### config.mk
export PLATFORM = sky130hd
export DESIGN_NAME = avg_stat_gen
export DESIGN_NICKNAME = d
export VERILOG_FILES = /design/src/rtl/avg_stat_pkg.sv /design/src/rtl/avg_lane.sv /design/src/rtl/avg_stat_gen.sv
export SDC_FILE = /design/constraint.sdc
export NUM_CORES = 2
export LEC_CHECK = 0
export ABC_AREA = 0
export CAP_MARGIN = 25
export CORE_ASPECT_RATIO = 1.2
export CORE_MARGIN = 1
export CORE_UTILIZATION = 47
export DETAILED_ROUTE_END_ITERATION = 6
export DONT_BUFFER_PORTS = 1
export HOLD_SLACK_MARGIN = 0.08
export SLEW_MARGIN = 20
export SYNTH_ARGS = -nofsm -noshare
export SYNTH_HDL_FRONTEND = slang
export SYNTH_SLANG_ARGS = --single-unit
### constraint.sdc
create_clock -name clk -period 13.5 [get_ports clk]
set_clock_uncertainty 0.05 [all_clocks]
set_input_delay 1.35 -clock clk [delete_from_list [all_inputs] [get_ports clk]]
set_output_delay 1.35 -clock clk [all_outputs]
set_load 0.02 [all_outputs]
### src/rtl/avg_stat_pkg.sv
// Shared types and fixed-point constants for the averaging statistics front end.
//   state_e          : control FSM states
//   DATA_W / FRAC    : sfix16_En4 sample format
//   PROD_W           : width of a full sfix16 x sfix16 product (sfix32_En8)
//   SAT_MAX/SAT_MIN  : 16-bit clip limits for the product averages
package avg_stat_pkg;

  typedef enum logic [1:0] {
    StIdle,
    StAccum,
    StDrain,
    StLatch
  } state_e;

  localparam int unsigned DATA_W = 16;
  localparam int unsigned FRAC   = 4;
  localparam int unsigned PROD_W = 32;

  localparam logic [DATA_W-1:0] SAT_MAX = 16'h7FFF;
  localparam logic [DATA_W-1:0] SAT_MIN = 16'h8000;

endpackage

### src/rtl/avg_lane.sv
// One statistics lane: a signed accumulator with synchronous clear/enable and the
// shift/saturate that turns the sum into an sfix16_En4 average.
//   clk_i  : clock
//   rst_i  : synchronous active-high reset, clears the accumulator
//   clr_i  : clear accumulator (start of a burst)
//   en_i   : add din_i into the accumulator
//   din_i  : signed input term, InW bits
//   avg_o  : (sum >>> (Log2N + FracShift)) clipped to 16 bits
module avg_lane
  import avg_stat_pkg::*;
#(
  parameter int unsigned InW       = 16,
  parameter int unsigned Log2N     = 4,
  parameter int unsigned FracShift = 0
) (
  input  logic                    clk_i,
  input  logic                    rst_i,
  input  logic                    clr_i,
  input  logic                    en_i,
  input  logic signed [InW-1:0]   din_i,
  output logic        [DATA_W-1:0] avg_o
);

  // Log2N guard bits make overflow impossible for a burst of 2^Log2N terms.
  localparam int unsigned AccW  = InW + Log2N;
  localparam int unsigned Shift = Log2N + FracShift;

  logic signed [AccW-1:0] acc_q, acc_d;
  logic signed [AccW-1:0] shifted;
  logic        [AccW-DATA_W:0] upper;

  always_comb begin
    acc_d = acc_q;
    if (clr_i) begin
      acc_d = '0;
    end else if (en_i) begin
      acc_d = acc_q + AccW'(din_i);
    end
  end

  always_ff @(posedge clk_i) begin
    if (rst_i) begin
      acc_q <= '0;
    end else begin
      acc_q <= acc_d;
    end
  end

  // Arithmetic shift floors toward minus infinity.
  assign shifted = acc_q >>> Shift;
  // The value fits in 16 bits exactly when bit 15 and everything above agree.
  assign upper   = shifted[AccW-1:DATA_W-1];

  always_comb begin
    avg_o = shifted[DATA_W-1:0];
    if (!((&upper) || !(|upper))) begin
      avg_o = shifted[AccW-1] ? SAT_MIN : SAT_MAX;
    end
  end

endmodule

### src/rtl/avg_stat_gen.sv
// Streaming statistics front end: accepts a burst of 2^LOG2_N (x, y) samples in
// sfix16_En4, accumulates sum x, y, x^2, y^2, x*y and presents the five averages
// with a one-cycle avg_valid_out strobe.
//   clk, rst               : clock, synchronous active-high reset
//   start                  : arms a burst when idle
//   busy                   : FSM not idle
//   sample_valid/ready     : sample handshake on x_in / y_in
//   x_avg, y_avg           : sfix16_En4 averages of x and y
//   x_sqr_avg, y_sqr_avg,
//   x_mul_y_avg            : saturated sfix16_En4 averages of x^2, y^2, x*y
//   avg_valid_out          : one-cycle strobe, all five averages valid
module avg_stat_gen
  import avg_stat_pkg::*;
#(
  parameter int unsigned LOG2_N = 4
) (
  input  logic              clk,
  input  logic              rst,
  input  logic              start,
  output logic              busy,
  input  logic              sample_valid,
  output logic              sample_ready,
  input  logic [DATA_W-1:0] x_in,
  input  logic [DATA_W-1:0] y_in,
  output logic [DATA_W-1:0] x_avg,
  output logic [DATA_W-1:0] y_avg,
  output logic [DATA_W-1:0] x_sqr_avg,
  output logic [DATA_W-1:0] y_sqr_avg,
  output logic [DATA_W-1:0] x_mul_y_avg,
  output logic              avg_valid_out
);

  state_e            state_q, state_d;
  logic              drain_q, drain_d;
  logic [LOG2_N-1:0] cnt_q, cnt_d;

  logic accept;
  logic clr;
  logic latch;

  // Stage 1: registered inputs.
  logic                     s1_valid_q;
  logic signed [DATA_W-1:0] x1_q, y1_q;
  // Stage 2: products plus passthrough.
  logic                     s2_valid_q;
  logic signed [DATA_W-1:0] x2_q, y2_q;
  logic signed [PROD_W-1:0] xx2_q, yy2_q, xy2_q;
  logic signed [PROD_W-1:0] xx_prod, yy_prod, xy_prod;

  logic [DATA_W-1:0] x_lane, y_lane, xx_lane, yy_lane, xy_lane;
  logic [DATA_W-1:0] x_avg_q, y_avg_q, xx_avg_q, yy_avg_q, xy_avg_q;
  logic              avg_valid_q;

  assign busy         = (state_q != StIdle);
  assign sample_ready = (state_q == StAccum);
  assign accept       = sample_valid && sample_ready;
  assign clr          = (state_q == StIdle) && start;
  assign latch        = (state_q == StLatch);

  // ---------------------------------------------------------------------------
  // Control FSM
  // ---------------------------------------------------------------------------
  always_comb begin
    state_d = state_q;
    drain_d = 1'b0;
    cnt_d   = cnt_q;
    unique case (state_q)
      StIdle: begin
        if (start) begin
          state_d = StAccum;
          cnt_d   = '0;
        end
      end
      StAccum: begin
        if (accept) begin
          cnt_d = cnt_q + 1'b1;
          // Counter at all-ones means this is sample N-1.
          if (&cnt_q) begin
            state_d = StDrain;
          end
        end
      end
      StDrain: begin
        // Two cycles: let the last sample pass stages 2 and 3.
        drain_d = ~drain_q;
        if (drain_q) begin
          state_d = StLatch;
        end
      end
      StLatch: begin
        state_d = StIdle;
      end
      default: begin
        state_d = StIdle;
      end
    endcase
  end

  always_ff @(posedge clk) begin
    if (rst) begin
      state_q <= StIdle;
      drain_q <= 1'b0;
      cnt_q   <= '0;
    end else begin
      state_q <= state_d;
      drain_q <= drain_d;
      cnt_q   <= cnt_d;
    end
  end

  // ---------------------------------------------------------------------------
  // Input / product pipeline
  // ---------------------------------------------------------------------------
  assign xx_prod = PROD_W'(x1_q) * PROD_W'(x1_q);
  assign yy_prod = PROD_W'(y1_q) * PROD_W'(y1_q);
  assign xy_prod = PROD_W'(x1_q) * PROD_W'(y1_q);

  always_ff @(posedge clk) begin
    if (rst) begin
      s1_valid_q <= 1'b0;
      s2_valid_q <= 1'b0;
    end else begin
      s1_valid_q <= accept;
      s2_valid_q <= s1_valid_q;
    end
  end

  // Data registers need no reset; the valid bits qualify them.
  always_ff @(posedge clk) begin
    if (accept) begin
      x1_q <= x_in;
      y1_q <= y_in;
    end
    if (s1_valid_q) begin
      x2_q  <= x1_q;
      y2_q  <= y1_q;
      xx2_q <= xx_prod;
      yy2_q <= yy_prod;
      xy2_q <= xy_prod;
    end
  end

  // ---------------------------------------------------------------------------
  // Accumulator lanes
  // ---------------------------------------------------------------------------
  avg_lane #(
    .InW      (DATA_W),
    .Log2N    (LOG2_N),
    .FracShift(0)
  ) u_lane_x (
    .clk_i(clk),
    .rst_i(rst),
    .clr_i(clr),
    .en_i (s2_valid_q),
    .din_i(x2_q),
    .avg_o(x_lane)
  );

  avg_lane #(
    .InW      (DATA_W),
    .Log2N    (LOG2_N),
    .FracShift(0)
  ) u_lane_y (
    .clk_i(clk),
    .rst_i(rst),
    .clr_i(clr),
    .en_i (s2_valid_q),
    .din_i(y2_q),
    .avg_o(y_lane)
  );

  // Products are En8; the extra FRAC shift brings them back to En4.
  avg_lane #(
    .InW      (PROD_W),
    .Log2N    (LOG2_N),
    .FracShift(FRAC)
  ) u_lane_xx (
    .clk_i(clk),
    .rst_i(rst),
    .clr_i(clr),
    .en_i (s2_valid_q),
    .din_i(xx2_q),
    .avg_o(xx_lane)
  );

  avg_lane #(
    .InW      (PROD_W),
    .Log2N    (LOG2_N),
    .FracShift(FRAC)
  ) u_lane_yy (
    .clk_i(clk),
    .rst_i(rst),
    .clr_i(clr),
    .en_i (s2_valid_q),
    .din_i(yy2_q),
    .avg_o(yy_lane)
  );

  avg_lane #(
    .InW      (PROD_W),
    .Log2N    (LOG2_N),
    .FracShift(FRAC)
  ) u_lane_xy (
    .clk_i(clk),
    .rst_i(rst),
    .clr_i(clr),
    .en_i (s2_valid_q),
    .din_i(xy2_q),
    .avg_o(xy_lane)
  );

  // ---------------------------------------------------------------------------
  // Output registers: hold until the next LATCH
  // ---------------------------------------------------------------------------
  always_ff @(posedge clk) begin
    if (rst) begin
      x_avg_q     <= '0;
      y_avg_q     <= '0;
      xx_avg_q    <= '0;
      yy_avg_q    <= '0;
      xy_avg_q    <= '0;
      avg_valid_q <= 1'b0;
    end else begin
      avg_valid_q <= latch;
      if (latch) begin
        x_avg_q  <= x_lane;
        y_avg_q  <= y_lane;
        xx_avg_q <= xx_lane;
        yy_avg_q <= yy_lane;
        xy_avg_q <= xy_lane;
      end
    end
  end

  assign x_avg         = x_avg_q;
  assign y_avg         = y_avg_q;
  assign x_sqr_avg     = xx_avg_q;
  assign y_sqr_avg     = yy_avg_q;
  assign x_mul_y_avg   = xy_avg_q;
  assign avg_valid_out = avg_valid_q;

endmodule
# == After elaboration in Yosys (flattened, before gate mapping) ==
# Cells that the tools add are included.
# op_classes
addsub,6
n_mul,3
n_eq_ne,7
mux,14
n_bitwise,2
reduce_logical,22
# ops
operator,count
$add 36x32->36,3
$mul 16x16->32,3
$mux 16,6
$add 20x16->20,2
$reduce_and 13->1,3
$reduce_or 13->1,3
$mux 2,4
$mux 4,2
$pmux 2 s4,1
$pmux 4 s2,1
$reduce_and 4->1,2
$add 4x1->4 const B,1
$eq 2x2->1 const B,2
$ne 2x1->1 const B,2
$ne 2x2->1 const B,2
$reduce_bool 2->1,2
$reduce_or 2->1,2
$logic_not 1->1,3
$logic_or 1x1->1,3
$reduce_and 3->1,1
$eq 2x1->1 const B,1
$logic_and 1x1->1,2
$logic_not 2->1,1
$not 1->1,2
# totals
regBits,398
input_bits,36
out_inout_bits,83
wordCells,77

# == Logic depth before layout (Yosys ltp) ==
# depth
word_depth,4
ltp_mapped,26

# == By module ==
# Synthesis repeated with hierarchy kept, for this count alone.
# hier_totals
hier_cells,5337
hier_area_um2,49697.7
# by_module_without_submodules
module,instances,cells_per_inst,area_per_inst_um2,seq_area_each_um2
avg_stat_gen,1,3579,35859.4,6486.2
avg_lane (u_lane_xx ...),3,442,3420.8,720.7
avg_lane (u_lane_x ...),2,216,1788.0,400.4

# == Least setup slack after synthesis ==
# Ideal clock, no wire load.
# synth_path
kind,register to register
startpoint,register y1_q[15]
endpoint,"register yy2_q[31], data pin"
setup_time_ns,0.260
arrival_time_ns,6.298
slack_ns,6.892
stages_incl_launch_ff,23
n_path_buf,2
synth_period_minus_slack_ns,6.608
cell_sequence,edfxtp_1 inv_1 clkbuf_1 buf_1 nor2_1 fa_1 fa_1 fa_1 fa_1 fa_1 inv_1 fa_1 inv_1 ha_1 a21o_1 a21o_1 a21oi_1 nand3_1 o21ai_1 o21ai_0 a21o_1 a21oi_1 xnor2_1
# synth_between
elab_chain_cells,1
# synth_rtl
element,line,text
"start, declared",avg_stat_gen.sv:43,"logic signed [DATA_W-1:0] x1_q, y1_q;"
"start signal, assigned",avg_stat_gen.sv:132,y1_q <= y_in;
$mul 16x16->32,avg_stat_gen.sv:115,assign yy_prod = PROD_W'(y1_q) * PROD_W'(y1_q);
net yy_prod[31],avg_stat_gen.sv:48,"logic signed [PROD_W-1:0] xx_prod, yy_prod, xy_prod;"
"end signal, assigned",avg_stat_gen.sv:138,yy2_q <= yy_prod;
"end, declared",avg_stat_gen.sv:47,"logic signed [PROD_W-1:0] xx2_q, yy2_q, xy2_q;"
# The timed path passes the listed nets, and every way through them passes these cells.
# A chain may end at the register's enable or synchronous reset.

# == Worst setup path after layout ==
# layout_path
startpoint,register y1_q[2]
endpoint,"register yy2_q[31], data pin"
# Same word-level chain as after synthesis.

==> metrics.cfg <==
[timing]
max_freq_mhz = 136
period_needed_ns = 7.38
worst_slack_ns = 6.12
rsz0062_at_grt = no
setup_tns_ns = 0
tightest_slew_ns = 1.03
finalSetupViolations = 0
relSlewSlack = 0.316
period_share = 0.547
slew_violations = 0
hold_viol_final = 0

[synthesis]
synth_edf_count = 156
netlist_instances = 5012
synth.net_count = 6196
ys_warn_count = 0
synth_area_um2 = 47300
synthArstFlopShare = 0
synth_seq_cells = 394
synthFlopType = dfxtp_1
synth.avg_cell_area_um2 = 9.43
ys_seq_area_frac = 0.200
ys_types = 84

[global_route]
antenna_found_initial = 10
grt_pass1_wl_um = 181000
grt_max_degree = 92
overflow = 0
grt_use_total = 0.225
grt_pass1_vias = 34400

[floorplanning]
core_area_um2 = 99800
die_x_um = 291
start_util = 0.474
die_y_um = 349
die_area_um2 = 102000
io_pins = 119
rows = 127

[placement]
gp_congestion = 0.885
hpwl_um = 84300
io_buffers = 0
pre_cts_ws_ns = 6.07

[finish]
drive_gt1_frac = 0.0348
final_common_cell = inv_1
seq_area_um2 = 9460
fin_util = 0.502
layout.nets = 6123
area_growth_syn_to_layout_pct = 6.06
fillCellCount = 9444
final_cell_mix = inv_1 (962), fa_1 (732), ha_1 (415), nor2_1 (407), nand2_1 (389)
multi_input_area_um2 = 33500

[clock_network]
cts_resized = 0
clock-sinks = 394
post_cts_buffers = 0
cts_max_level = 2
cts_buffer_depth = 3
cts_hold_buf = 0
clock_latency_ns = 0.61
cts_tree = done
cts.clk_slew.worst_paths_ns = 0.06
cts_made_buffers = 44
clock-root-buffer = clkbuf_16

[detailed_routing]
drt_first_pass_iters = 5
vias_per_cell = 5.33
routed_wl_um = 110000
route.antenna.remaining_nets = 0
wl_per_cell_um = 17.6
vias = 33400
drc = 0
drt_iter0_drc = 1727

[setup_path]
cp_max_fo = 29
critPathArrivalTime_ns = 7.67
end_kind = register
setup.worst_path.start_class = register
required_ns = 13.79
worstSetupPathType = reg -> reg

[run_status]
outcome = completed

[flow_run]
cap_violations = 0

[min_path]
worstHoldPathType = reg -> reg

-- flip-flops by register name, summed over array words and instances, names as in the netlist, 20 cells and up --
| signal | count |
|---|---|
| u_lane_xx.acc_q | 36 |
| u_lane_yy.acc_q | 36 |
| xy2_q | 32 |
| u_lane_x.acc_q | 20 |
| u_lane_xy.acc_q | 36 |
| u_lane_y.acc_q | 20 |
| xx2_q | 30 |
| yy2_q | 30 |
-- cells by family (layout without fill, tap and decap cells) --
family          count (synthesis)  count (layout)  share of synthesized area
simple gates                 1252            1252                      0.122
compound gates                695             695                     0.0929
xor+xnor                      247             247                     0.0458
fa+ha+maj                    1148            1148                      0.420
buf+inv                      1141            1104                     0.0909
mux                           135             135                     0.0287
other cells                     0               2                          0
flops                         394             394                      0.200
-- worst max-delay path, stage by stage (launching register included) --
cell,delay [ns]
edfxtp_1,0.32
buf_4,0.32
clkinv_1,0.57
nor2_1,0.39
fa_1,0.61
fa_1,0.90
fa_1,0.53
fa_1,0.50
fa_1,0.49
inv_1,0.05
fa_1,0.47
inv_1,0.04
ha_1,0.36
a21o_1,0.21
a21o_1,0.17
a21oi_1,0.18
nand3_1,0.10
o21ai_1,0.25
o21ai_0,0.17
a21o_1,0.18
a21oi_1,0.16
xnor2_1,0.08
-- final timing paths --
| path | startpoint | endpoint | slack (ns) | cells past startpoint |
|---|---|---|---|---|
| max | y1_q[2] | yy2_q[31] | 6.12 | 21 |
| min | u_lane_x.acc_q[16] | u_lane_x.acc_q[16] | 0.43 | 2 |
| max reg2reg | y1_q[2] | yy2_q[31] | 6.12 | 21 |
| min reg2reg | u_lane_x.acc_q[16] | u_lane_x.acc_q[16] | 0.43 | 2 |
-- metrics by stage --
step,instance area [um2],std cells,hold slack (ns)
after floorplan,47300,5012,0.374
after global placement,48600,6179,0.418
after global routing,50100,6267,0.454
after CTS,50100,6263,0.436
final,50100,6267,0.431
after detailed placement,48600,6181,0.426
-- per-layer routing --
metal	GRT usage	routed length [um]	part of all wire
met2	0.381	52500	0.48
met4	0.0670	3230	0.029
met3	0.0332	6680	0.061
met5	0	84	0.00076
met1	0.297	47900	0.43
-- area by class of cell --
cell class                      count  area share
Antenna cell                        2   0.0000999
Clock inverter                     19     0.00412
Clock buffer                       63      0.0253
Multi-Input combinational cell   3477       0.669
Tap cell                         1290      0.0322
Sequential cell                   394       0.189
Timing Repair Buffer               49     0.00749
Inverter                          973      0.0729
-- cell usage after synthesis (15+ instances only) --
| master | n | share of area |
|---|---|---|
| and3_1 | 18 | 0.0024 |
| nand2_1 | 389 | 0.031 |
| ha_1 | 416 | 0.11 |
| nand2b_1 | 34 | 0.0045 |
| nand3_1 | 39 | 0.0041 |
| and2_1 | 165 | 0.022 |
| a211oi_1 | 24 | 0.0038 |
| xnor2_1 | 183 | 0.034 |
| o21a_1 | 26 | 0.0041 |
| nor3_1 | 84 | 0.0089 |
| edfxtp_1 | 156 | 0.099 |
| nor2b_1 | 28 | 0.0037 |
| o21bai_1 | 32 | 0.0051 |
| xor2_1 | 64 | 0.012 |
| dfxtp_1 | 238 | 0.10 |
| a21oi_1 | 231 | 0.024 |
| a21o_1 | 92 | 0.015 |
| mux2i_1 | 132 | 0.028 |
| a31o_2 | 15 | 0.0028 |
| fa_1 | 732 | 0.31 |
| clkbuf_1 | 155 | 0.012 |
| inv_1 | 963 | 0.076 |
| nor2_1 | 408 | 0.032 |
| a31oi_1 | 23 | 0.0030 |
| nand4_1 | 29 | 0.0038 |
| o21ai_0 | 143 | 0.015 |
Power is not shown: default switching activity piles up to over one toggle a cycle in this logic, so the estimate is an artifact.
